### src/rtl/bsg_manycore_mmio_responder_pkg.sv
// rtl/bsg_manycore_mmio_responder_pkg.sv - shared op/return encodings and field widths for the mmio responder
package bsg_manycore_mmio_responder_pkg;

  localparam int op_width_gp       = 4;
  localparam int mask_width_gp     = 4;
  localparam int reg_id_width_gp   = 5;
  localparam int ret_type_width_gp = 2;

  typedef enum logic [op_width_gp-1:0] {
    e_remote_load    = 4'd0,
    e_remote_store   = 4'd1,
    e_remote_sw      = 4'd2,
    e_remote_amoswap = 4'd3,
    e_remote_amoadd  = 4'd4
  } bsg_manycore_packet_op_e;

  typedef enum logic [ret_type_width_gp-1:0] {
    e_return_credit = 2'd0,
    e_return_int_wb = 2'd1
  } bsg_manycore_return_packet_type_e;

  // True for op codes the responder knows how to execute.
  function automatic logic op_is_known(input bsg_manycore_packet_op_e op);
    return (op == e_remote_load)    || (op == e_remote_store) ||
           (op == e_remote_sw)      || (op == e_remote_amoswap) ||
           (op == e_remote_amoadd);
  endfunction

endpackage

### src/rtl/bsg_manycore_mmio_alu.sv
// rtl/bsg_manycore_mmio_alu.sv - combinational op decoder producing write data and return payload
module bsg_manycore_mmio_alu
  import bsg_manycore_mmio_responder_pkg::*;
#(
  parameter int data_width_p = 32
) (
  input  bsg_manycore_packet_op_e          op,
  input  logic [mask_width_gp-1:0]         mask,
  input  logic [data_width_p-1:0]          old_data,
  input  logic [data_width_p-1:0]          new_data,
  output logic                             we,
  output logic [data_width_p-1:0]          next_data,
  output bsg_manycore_return_packet_type_e ret_type,
  output logic [data_width_p-1:0]          ret_data,
  output logic                             bad_op
);

  logic [data_width_p-1:0] masked_data;

  // Byte-lane merge for masked stores: lanes with a set mask bit take the new byte.
  always_comb begin
    masked_data = old_data;
    for (int i = 0; i < mask_width_gp; i++) begin
      if (mask[i]) masked_data[8*i +: 8] = new_data[8*i +: 8];
    end
  end

  // Per-op write enable, next word and return payload; unknown ops only return a credit.
  always_comb begin
    we        = 1'b0;
    next_data = old_data;
    ret_type  = e_return_credit;
    ret_data  = '0;
    bad_op    = !op_is_known(op);
    case (op)
      e_remote_load: begin
        ret_type = e_return_int_wb;
        ret_data = old_data;
      end
      e_remote_store: begin
        we        = 1'b1;
        next_data = masked_data;
      end
      e_remote_sw: begin
        we        = 1'b1;
        next_data = new_data;
      end
      e_remote_amoswap: begin
        we        = 1'b1;
        next_data = new_data;
        ret_type  = e_return_int_wb;
        ret_data  = old_data;
      end
      e_remote_amoadd: begin
        we        = 1'b1;
        next_data = old_data + new_data;
        ret_type  = e_return_int_wb;
        ret_data  = old_data;
      end
      default: begin
        we = 1'b0;
      end
    endcase
  end

endmodule

### src/rtl/bsg_manycore_mmio_responder.sv
// rtl/bsg_manycore_mmio_responder.sv - manycore endpoint executing fwd requests against a local register file
module bsg_manycore_mmio_responder
  import bsg_manycore_mmio_responder_pkg::*;
#(
  parameter  int els_p          = 16,
  parameter  int addr_width_p   = 28,
  parameter  int data_width_p   = 32,
  parameter  int x_cord_width_p = 7,
  parameter  int y_cord_width_p = 7,
  localparam int fwd_width_lp   = addr_width_p + op_width_gp + mask_width_gp + reg_id_width_gp
                                  + data_width_p + 2*(x_cord_width_p + y_cord_width_p),
  localparam int rev_width_lp   = ret_type_width_gp + reg_id_width_gp + data_width_p
                                  + x_cord_width_p + y_cord_width_p
) (
  input  logic                      clk_i,
  input  logic                      reset_n_i,
  input  logic [x_cord_width_p-1:0] my_x_i,
  input  logic [y_cord_width_p-1:0] my_y_i,
  input  logic [fwd_width_lp-1:0]   fwd_data_i,
  input  logic                      fwd_v_i,
  output logic                      fwd_ready_and_o,
  output logic [rev_width_lp-1:0]   rev_data_o,
  output logic                      rev_v_o,
  input  logic                      rev_ready_and_i,
  output logic                      err_o,
  output logic [15:0]               req_count_o
);

  localparam int lg_els_lp        = $clog2(els_p);
  localparam int count_width_lp   = 16;

  typedef enum logic {e_idle, e_resp} state_e;

  typedef struct packed {
    logic [addr_width_p-1:0]    addr;
    bsg_manycore_packet_op_e    op;
    logic [mask_width_gp-1:0]   mask;
    logic [reg_id_width_gp-1:0] reg_id;
    logic [data_width_p-1:0]    data;
    logic [y_cord_width_p-1:0]  src_y_cord;
    logic [x_cord_width_p-1:0]  src_x_cord;
    logic [y_cord_width_p-1:0]  y_cord;
    logic [x_cord_width_p-1:0]  x_cord;
  } fwd_pkt_s;

  typedef struct packed {
    bsg_manycore_return_packet_type_e pkt_type;
    logic [reg_id_width_gp-1:0]       reg_id;
    logic [data_width_p-1:0]          data;
    logic [y_cord_width_p-1:0]        y_cord;
    logic [x_cord_width_p-1:0]        x_cord;
  } rev_pkt_s;

  state_e                    state_r;
  rev_pkt_s                  rev_r;
  logic                      err_r;
  logic [count_width_lp-1:0] count_r;
  logic [data_width_p-1:0]   mem_r [els_p];

  fwd_pkt_s                         fwd_pkt;
  logic [lg_els_lp-1:0]             idx;
  logic                             out_of_range;
  logic                             dst_bad;
  logic                             fwd_hs;
  logic                             alu_we;
  logic [data_width_p-1:0]          alu_next;
  bsg_manycore_return_packet_type_e alu_ret_type;
  logic [data_width_p-1:0]          alu_ret_data;
  logic                             alu_bad_op;
  rev_pkt_s                         rev_next;

  assign fwd_pkt      = fwd_data_i;
  assign idx          = fwd_pkt.addr[lg_els_lp-1:0];
  assign out_of_range = |fwd_pkt.addr[addr_width_p-1:lg_els_lp];
  assign dst_bad      = (fwd_pkt.x_cord != my_x_i) || (fwd_pkt.y_cord != my_y_i);

  // Ready is forced low while reset is asserted, not just after the first clock.
  assign fwd_ready_and_o = reset_n_i && (state_r == e_idle);
  assign fwd_hs          = fwd_v_i && fwd_ready_and_o;

  bsg_manycore_mmio_alu #(
    .data_width_p(data_width_p)
  ) alu (
    .op       (fwd_pkt.op),
    .mask     (fwd_pkt.mask),
    .old_data (mem_r[idx]),
    .new_data (fwd_pkt.data),
    .we       (alu_we),
    .next_data(alu_next),
    .ret_type (alu_ret_type),
    .ret_data (alu_ret_data),
    .bad_op   (alu_bad_op)
  );

  // Return packet assembled from the request; out-of-range accesses return zero data.
  always_comb begin
    rev_next          = '0;
    rev_next.pkt_type = alu_ret_type;
    rev_next.reg_id   = fwd_pkt.reg_id;
    rev_next.data     = out_of_range ? '0 : alu_ret_data;
    rev_next.y_cord   = fwd_pkt.src_y_cord;
    rev_next.x_cord   = fwd_pkt.src_x_cord;
  end

  // Two-state request/response FSM; response, error and count all update on the accept edge.
  always_ff @(posedge clk_i or negedge reset_n_i) begin
    if (!reset_n_i) begin
      state_r <= e_idle;
      rev_r   <= '0;
      err_r   <= 1'b0;
      count_r <= '0;
    end else begin
      case (state_r)
        e_idle: begin
          if (fwd_hs) begin
            state_r <= e_resp;
            rev_r   <= rev_next;
            count_r <= count_r + 1'b1;
            err_r   <= err_r | alu_bad_op | out_of_range | dst_bad;
          end
        end
        e_resp: begin
          if (rev_ready_and_i) state_r <= e_idle;
        end
        default: state_r <= e_idle;
      endcase
    end
  end

  // Register file: written only on an accepted, in-range, writing op.
  always_ff @(posedge clk_i or negedge reset_n_i) begin
    if (!reset_n_i) begin
      for (int i = 0; i < els_p; i++) mem_r[i] <= '0;
    end else if (fwd_hs && alu_we && !out_of_range) begin
      mem_r[idx] <= alu_next;
    end
  end

  assign rev_v_o     = (state_r == e_resp);
  assign rev_data_o  = rev_r;
  assign err_o       = err_r;
  assign req_count_o = count_r;

endmodule

### config.mk
export PLATFORM = sky130hd
export DESIGN_NAME = bsg_manycore_mmio_responder
export DESIGN_NICKNAME = d
export VERILOG_FILES = /design/src/rtl/bsg_manycore_mmio_responder_pkg.sv /design/src/rtl/bsg_manycore_mmio_alu.sv /design/src/rtl/bsg_manycore_mmio_responder.sv
export SDC_FILE = /design/constraint.sdc
export NUM_CORES = 1
export LEC_CHECK = 0
export BUFFER_PORTS_ARGS = -buffer_cell sky130_fd_sc_hd__buf_4
export CAP_MARGIN = 20
export CORE_AREA = 3 3 239 241
export CTS_CLUSTER_SIZE = 12
export DETAILED_ROUTE_END_ITERATION = 10
export DIE_AREA = 0 0 242 244
export PLACE_DENSITY = 0.67
export SKIP_CTS_REPAIR_TIMING = 1
export SYNTH_ARGS = -nofsm -noshare
export SYNTH_HDL_FRONTEND = slang
export SYNTH_SLANG_ARGS = --single-unit
### constraint.sdc
create_clock -name clk_i -period 5.45 [get_ports clk_i]
set_input_delay 0.2725 -clock clk_i [delete_from_list [all_inputs] [get_ports clk_i]]
set_output_delay 0.2725 -clock clk_i [all_outputs]
set_load 0.05 [all_outputs]
# After elaboration in Yosys (flattened, before gate mapping)
# Index checks and enable logic that the tools add are counted.
dict set report word_totals {
  reg_bits 583
  latchBits 0
  ramBits 0
  mem_bits_ro 0
  input_bits 119
  out_inout_bits 72
  wordCells 75
  n_memories 0
}
dict set report classes {
  add_sub_neg 2
  n_mul 0
  div 0
  magnitude_cmp 2
  eq_ne 6
  shift 0
  n_mux 18
  bitwise 5
  n_reduce_logical 18
}
# cell count
set op_table {}
lappend op_table {{512-bit bitwise mux} 1}
lappend op_table {{32-bit two-way mux} 5}
lappend op_table {{32-bit binary-select mux with 4-bit select} 1}
lappend op_table {{32-bit demux with 4-bit select} 1}
lappend op_table {{32-bit case mux with 3 select lines} 1}
lappend op_table {{32-bit adder} 1}
lappend op_table {{8-bit two-way mux} 4}
lappend op_table {{24-bit OR reduction} 1}
lappend op_table {{16-bit by 1-bit adder with 16-bit output, second input constant} 1}
lappend op_table {{7-bit inequality test} 2}
lappend op_table {{4-bit by 2-bit equality test with 1-bit output, second input constant} 2}
lappend op_table {{5-bit greater-or-equal comparator, second input constant} 1}
lappend op_table {{1-bit logical AND} 5}
lappend op_table {{1-bit logical OR} 5}
lappend op_table {{5-bit by 1-bit < comparator with 1-bit output, second input constant} 1}
lappend op_table {{4-bit inverter with 5-bit output} 1}
lappend op_table {{4-bit by 1-bit equality test with 1-bit output, second input constant} 1}
lappend op_table {{4-bit by 3-bit equality test with 1-bit output, second input constant} 1}
lappend op_table {{4-bit zero test} 1}
lappend op_table {{1-bit two-way mux} 4}
lappend op_table {{4-bit OR reduction} 1}
lappend op_table {{1-bit bitwise OR} 3}
lappend op_table {{3-bit OR reduction} 1}
lappend op_table {{1-bit zero test} 2}
lappend op_table {{other kinds (4)} 4}

# Depth between registers and ports, before layout
# Gate-level depths: netlist of the first run.
dict set report logic_depth {
  ltp_word 9
  depth_mapped 20
}

# Modules after synthesis
# A second synthesis of the first run with hierarchy kept.
dict set report unflattened {
  cells_unflattened 2111
  area_unflattened_um2 28546.1
}
# mod instances cells_each area_per_inst_um2 seq_area_each_um2
set modules_own_cells {}
lappend modules_own_cells {bsg_manycore_mmio_responder 1 1746 26043.7 14589.0}
lappend modules_own_cells {bsg_manycore_mmio_alu 1 365 2502.4 0.0}

# Least setup slack after synthesis of the first run
# No wires, ideal clock.
dict set report synth_timing {
  path_kind {input to register}
  from {input fwd_data_i[74]}
  to {register mem_r[183] (netlist name)}
  arrival_ps 4435
  setup_slack_ps 880
  path_stages 16
  n_path_buf 5
  path_cell_list {buf_2 -> buf_2 -> buf_2 -> clkbuf_1 -> mux4_2 -> mux4_2 -> ha_1 -> a211oi_1 -> nor2_1 -> o311ai_0 -> nand3_1 -> nand2_1 -> xnor2_1 -> a222oi_1 -> buf_6 -> a21oi_2}
}
dict set report synth_between {
  elab_chain_len 7
  elab_cells_between_ends 13
  cone_classes {1 x add/sub; 2 x order compare; 8 x mux; 1 x bitwise; 1 x reduce/logical}
}
# element line
set synth_rtl {}
lappend synth_rtl {{start: declaration} bsg_manycore_mmio_responder.sv:19} ;# input logic [fwd_width_lp-1:0] fwd_data_i,
lappend synth_rtl {{4-bit inverter with 5-bit output (not written as such) (*)} {bsg_manycore_mmio_responder.sv:86, bsg_manycore_mmio_responder.sv:135}}
lappend synth_rtl {{32-bit binary-select mux with 4-bit select} bsg_manycore_mmio_responder.sv:86} ;# .old_data (mem_r[idx]),
lappend synth_rtl {{32-bit two-way mux (not written as such) (2 in series)} bsg_manycore_mmio_responder.sv:86}
lappend synth_rtl {{32-bit adder or 8-bit two-way mux (tied branches)} {bsg_manycore_mmio_alu.sv:56, bsg_manycore_mmio_alu.sv:24}}
lappend synth_rtl {{32-bit case mux with 3 select lines} bsg_manycore_mmio_alu.sv:35} ;# case (op)
lappend synth_rtl {{512-bit bitwise mux (*)} bsg_manycore_mmio_responder.sv:135} ;# mem_r[idx] <= alu_next;
lappend synth_rtl {{end signal: indexed assignment} bsg_manycore_mmio_responder.sv:135}
lappend synth_rtl {{end: declaration} bsg_manycore_mmio_responder.sv:58} ;# logic [data_width_p-1:0] mem_r [els_p];
# Every way passes the cells marked *; elsewhere a longest branch is shown, timed or not. The select of a mux whose other input is x is not followed.
# A chain may end at the register's enable or synchronous reset.

# Worst setup path after layout of the first run
dict set report layout_timing {
  from {input fwd_data_i[73]}
  to {register mem_r[504] (netlist name)}
}
# Same word-level chain as after synthesis.

==> results of run 1 <==
## report_power, final
| group | switching [µW] | internal, µW |
|---|---|---|
| logic | 562 | 264 |
| registers | 40.7 | 4370 |
| clock network | 1690 | 2270 |
## per-stage QoR
stage | util, % | cells
CTS | 57.4 | 3404
finish | 57.8 | 3427
global route | 57.8 | 3427
global placement | 53.9 | 3300
detailed placement | 53.9 | 3300
floorplan | - | 2480
## worst max-delay path by stage
stage	cells after the start	slack, ns	to	startpoint
2_1_floorplan	16	0.88	mem_r[183]	fwd_data_i[74]
3_3_place_gp	12	0.45	mem_r[56]	fwd_data_i[73]
3_5_place_dp	12	0.36	mem_r[88]	fwd_data_i[73]
4_1_cts	11	1.01	mem_r[504]	mem_r[261]
5_1_grt	13	0.73	mem_r[312]	fwd_data_i[73]
6_report	12	0.92	mem_r[504]	fwd_data_i[73]
## critical path, cell delays in order
cell	delay (ns)
clkbuf_8	0.43
buf_12	0.38
mux4_2	0.56
mux4_2	0.59
ha_1	0.42
nor2b_1	0.18
o21a_1	0.19
a221o_1	0.32
a31oi_1	0.48
o31a_1	0.24
nand3_1	0.43
mux2_2	0.47
## cell families after synthesis
logic type | Yosys count
multiplexers | 211
AND/OR/NAND/NOR | 731
buffers and inverters | 215
adder cells (fa/ha/maj) | 33
flip-flops | 582
XOR/XNOR | 49
other | 1
AO/OA/AOI/OAI | 658
## placed cells by master, fill, tap and decap left out, types with 7 or more instances in the layout
cell type and count:
clkbuf_8 10, clkbuf_1 22, nand3_1 21, dlygate4sd3_1 21, xor2_1 13, nor4_1 10, buf_4 269, inv_1 9
o21ai_0 199, clkbuf_16 61, dfrtp_1 582, a31oi_1 55, nor2_1 315, nor3_1 12, nand4_1 20, and3_1 9
a21o_1 13, nand2b_1 12, xnor2_1 36, a22oi_1 8, a21oi_2 27, nor2b_1 8, nand2_1 291, nor2_2 7
mux4_2 159, o21bai_1 10, mux2_2 48, a21oi_1 249, a222oi_1 16, a22o_1 37, ha_1 32
## synth_stat cells, types with 10 or more instances
cell type	count
mux2_2	48
a21oi_2	27
nand4_1	20
nor3_1	16
buf_2	32
mux4_2	159
clkbuf_1	148
nand2_1	292
a31oi_1	55
nand2b_1	12
a222oi_1	16
ha_1	32
o21ai_0	199
xor2_1	13
nor2_1	328
a22o_1	37
buf_1	13
dfrtp_1	582
nor4_1	11
o21bai_1	10
xnor2_1	36
nand3_1	21
a21oi_1	249
a21o_1	13
## layout make-up
cell class	count	area [µm²]	share of cell area, %
Sequential cell	582	14600	45.7
Multi-Input combinational cell	1683	12000	37.7
Timing Repair Buffer	300	2420	7.59
Clock buffer	92	1730	5.44
Tap cell	748	936	2.94
Clock inverter	12	158	0.495
Inverter	10	37.5	0.118
## sequential cells by signal, indices dropped and copies added, names as in the netlist
name,flops
err_o,1
req_count_o,16
rev_data_o,52
mem_r,512
rev_v_o,1
## per-layer routing
metal / wire length (µm) / up-vias
met3: 5900 / 122
met4: 2130 / 0
met2: 37200 / 750
li1: - / 9218
met1: 33200 / 10400
met5: 0 / -
==> reports/metrics.csv, run 1 <==
metric,value,unit
status,finished clean,
power after layout,9200,µW
post-place instance area,29700,µm²
clk_skew,0.0477,ns
CTS tree,done,
GR Layer Usage met3,5.27,%
Period minus WS final,4.53,ns
Skew-Pair Late Insertion Delay,0.64,ns
Post-Route WL,78.4,mm
"Async S/R FF share, synth",100,%
GPL Wtd Cong,0.919,
Fin. Hold Viols,0,
setup TNS,0,ns
VDD IR-drop max,251,µV
fmax,0.221,GHz
area of the die,59000,µm²
# setup viols final,0,
final period utilization,83.1,%
Ys Warns,0,
max-cap viol count,0,
R2R Setup Slk,0.94,ns
CP max FO,45,
top cell type's share of synthesized area,53.1,%
Setup CP Type,in -> reg,
routed vias,20500,
Post-Syn Area,27400,µm²
FF-to-FF path depth,11,
Initial Util,49.8,%
# diodes,0,
syn_nets,2632,
sequential fraction of the synthesis area,53.1,%
adder-cell share of the synthesized area,1.53,%
Hold EP,rev_data_o[51],
hold path depth,3,
number of global-route vias before repair,20700,
Final WS setup,0.924,ns
RSZ-0062 raised after global routing,no,
Leak,0.0145,µW
Post-Synth Simple-Gate Area,10.9,%
remaining antenna violation count,0,
clk slew on worst S/H paths,0.06,ns
initial antenna violation count,0,
gr usage total,26.7,%
Post-DP HPWL,52.1,mm
Die X,242,µm
largest net degree at the start of global routing,187,
port bufs,189,
Yosys reg bits,582,
layout cells sized above 1,23.2,%
clock sink count,582,
first-pass GRT wire length,123,mm
post-synthesis xor/xnor area fraction,1.56,%
number of I/O pins,191,
Synth cell types,62,
Hold Path Origin,fwd_data_i[69],
drt initial violations,1631,
number of H-tree levels,2,
Setup crit start kind,input port,
Pins Over Slew Limit,0,
Critical Path RT,5.97,ns
drt wl/cell,22.9,µm
ranking of synthesized cells by area,"dfrtp_1, mux4_2, a21oi_1, nor2_1, nand2_1",
drt first pass iters,6,
slew margin rel.,26.9,%
Critical R2R Capture,mem_r[504],
grt ovf,0,
row cnt,86,
Pwr per Cell Area,289,nW/µm²
final instance area,31800,µm²
Post-Syn Instances,2480,
Synth-to-Final Area Change,16.1,%
Critical R2R Launch,mem_r[261],
largest family of logic cells by synthesized area,multiplexers,
pre-CTS setup slack,0.361,ns
Via-to-Cell Ratio,5.98,
CP Data Arrival Time,5.04,ns
Avg Inst Size Synth,11.1,µm²
Nets,2789,
Post-synth EDFFs,0,
Synth area leader,dfrtp_1,
Fillers,4514,
Die Ht,244,µm
worst hold margin,0.0500,ns
mux cell area share after synthesis,15.2,%
Num CTS Buffers,60,
ys flop type,dfrtp_1,
Synth Area in Compound Gates,14.2,%
grt met2 use,42.4,%
core footprint,55100,µm²
CP endpoint kind,flip-flop,
drt drc,0,
worst hold path class,in -> reg,
clock buffer depth,3,
GR met1 Demand/Resource,37.6,%
Root Driver,clkbuf_16,
most crowded layer after global routing,met2,
Slew @ Worst Pin,1.09,ns
No activity file was read; power rests on OpenSTA's default activity.
==> run 2, diff against run 1 <==
--- a/config.mk
+++ b/config.mk
@@ -11,7 +11,7 @@
 export CTS_CLUSTER_SIZE = 12
 export DETAILED_ROUTE_END_ITERATION = 10
 export DIE_AREA = 0 0 242 244
-export PLACE_DENSITY = 0.67
+export PLACE_DENSITY = 0.7
 export SKIP_CTS_REPAIR_TIMING = 1
 export SYNTH_ARGS = -nofsm -noshare
 export SYNTH_HDL_FRONTEND = slang
==> constraint.sdc (replaced) <==
create_clock -name clk_i -period 3.95 [get_ports clk_i]
set_input_delay 0.1975 -clock clk_i [delete_from_list [all_inputs] [get_ports clk_i]]
set_output_delay 0.1975 -clock clk_i [all_outputs]
set_load 0.05 [all_outputs]
==> reports/metrics.csv, run 2 (synthesized netlist as in run 1, its figures left out) <==
metric,value,unit,change
Root Driver,clkbuf_16,,
number of I/O pins,191,,unchanged
row cnt,86,,unchanged
number of H-tree levels,2,,unchanged
first-pass GRT wire length,124,mm,+0.67%
worst hold path class,in -> reg,,
Post-Route WL,78.8,mm,+0.55%
# setup viols final,0,,unchanged
switch share,24.6,%,-0.31 points
R2R Setup Slk,0.05,ns,-0.89 ns
CP endpoint kind,flip-flop,,
Clock power frac,42.9,%,-0.2 points
Switch Pwr,3160,µW,+38%
slew margin rel.,28.4,%,+1.6 points
power after layout,12800,µW,+39%
Die X,242,µm,unchanged
Final Util,60.9,%,+3.1 points
layout cells sized above 1,29.0,%,+5.8 points
combinational share of power,9.6,%,+0.6 points
drt initial violations,1787,,+9.6%
Fin. Hold Viols,1,,+1
worst hold margin,-0.0270,ns,-0.0770 ns
initial antenna violation count,0,,unchanged
clk slew on worst S/H paths,0.07,ns,about the same
Nets,2945,,+5.6%
register bank with the most flops,mem_r,,
status,"complete, but fails checks",,
drt wl/cell,22.0,µm,-3.7%
violated checks,negative hold slack,,
Post-DP HPWL,53.8,mm,+3.3%
"commonest non-fill, non-tap cells in the layout","dfrtp_1, buf_4, nor2_1",,
CP max FO,8,,-82%
Period minus WS final,3.90,ns,
Leak,0.0154,µW,+5.8%
RSZ-0062 raised after global routing,yes,,
area of the die,59000,µm²,unchanged
Skew-Pair Late Insertion Delay,0.64,ns,about the same
clock sink count,582,,unchanged
drt drc,0,,unchanged
Pins Over Slew Limit,0,,unchanged
Synth-to-Final Area Change,22.4,%,
Num CTS Buffers,59,,-1.7%
Critical R2R Capture,mem_r[496],,
cell internal pwr,9660,µW,+40%
Hold EP,rev_data_o[51],,
gr usage total,26.4,%,-0.33 points
setup TNS,0,ns,unchanged
Setup crit start kind,flip-flop,,
Initial Util,49.8,%,unchanged
Slew @ Worst Pin,1.07,ns,-0.0291 ns
sequential power share,47.5,%,-0.4 points
max reg flops,512,,unchanged
remaining antenna violation count,0,,unchanged
fmax,0.256,GHz,
Critical R2R Launch,mem_r[293],,
CTS tree,done,,
drt first pass iters,5,,-1
# diodes,0,,unchanged
port bufs,189,,unchanged
Pwr per Cell Area,382,nW/µm²,+32%
FF-to-FF path depth,12,,+1
grt ovf,0,,unchanged
number of global-route vias before repair,21700,,+5.1%
routed vias,21400,,+4.1%
largest net degree at the start of global routing,179,,-4.3%
clock buffer depth,3,,unchanged
GPL Wtd Cong,0.928,,+0.94%
hold path depth,3,,unchanged
Die Ht,244,µm,unchanged
"leading cell type in the layout, fill and taps excluded",dfrtp_1,,
max-cap viol count,0,,unchanged
Hold Path Origin,fwd_data_i[69],,
Via-to-Cell Ratio,5.97,,-0.28%
VDD IR-drop max,314,µV,+25%
clk_skew,0.0513,ns,+0.00368 ns
final period utilization,98.8,%,
CP Data Arrival Time,4.46,ns,-0.58 ns
Critical Path RT,4.50,ns,-1.47 ns
Setup CP Type,reg -> reg,,
core footprint,55100,µm²,unchanged
run 2: final cells by class:
class	instances	area, µm²
Clock buffer	89	1700
Clock inverter	10	186
Fill cell	4340	21500
Inverter	10	37.5
Multi-Input combinational cell	1684	12300
Sequential cell	582	14600
Tap cell	748	936
Timing Repair Buffer	456	3800
run 2: worst max-delay path, cell delays in order (launching register included):
cell,delay (ns)
dfrtp_1,0.39
mux4_2,0.47
mux4_2,0.57
ha_4,0.31
buf_4,0.10
o211ai_1,0.09
a21oi_2,0.20
o211ai_1,0.15
o21a_2,0.27
or4_4,0.53
a211o_1,0.34
and3_4,0.23
a21oi_1,0.16
run 2: worst max path at each step:
stage	slack, ns	cells past startpoint	to	startpoint
floorplan	-0.27	17	mem_r[245]	fwd_data_i[73]
global route	-0.06	14	mem_r[246]	mem_r[261]
detailed placement	-0.37	13	mem_r[336]	fwd_data_i[73]
CTS	-0.11	12	mem_r[336]	mem_r[261]
finish	0.05	12	mem_r[496]	mem_r[293]
global placement	-0.38	16	mem_r[470]	fwd_data_i[73]
run 2: stage by stage:
step,instance area [µm²],instances,setup slack (ns)
after floorplan,27700,2480,-0.275
after detailed placement,31000,3441,-0.370
final,33600,3579,0.0458
after CTS,32900,3540,-0.110
after global placement,31000,3440,-0.378
after global routing,33600,3579,-0.0583
run 2: power groups by stage:
stage	clock network, µW	registers, µW	logic (µW)
2_1_floorplan	0	6410	414
3_3_place_gp	0	6190	1160
3_5_place_dp	0	6190	1180
4_1_cts	5570	6080	1180
5_1_grt	5830	6090	1310
6_report	5500	6080	1230
run 2: metal layers:
metal	global-route usage (%)	share of wire [%]
met5	0	0
met4	8.35	2.9
met3	4.41	7.8
met2	42.1	48
met1	37.3	42
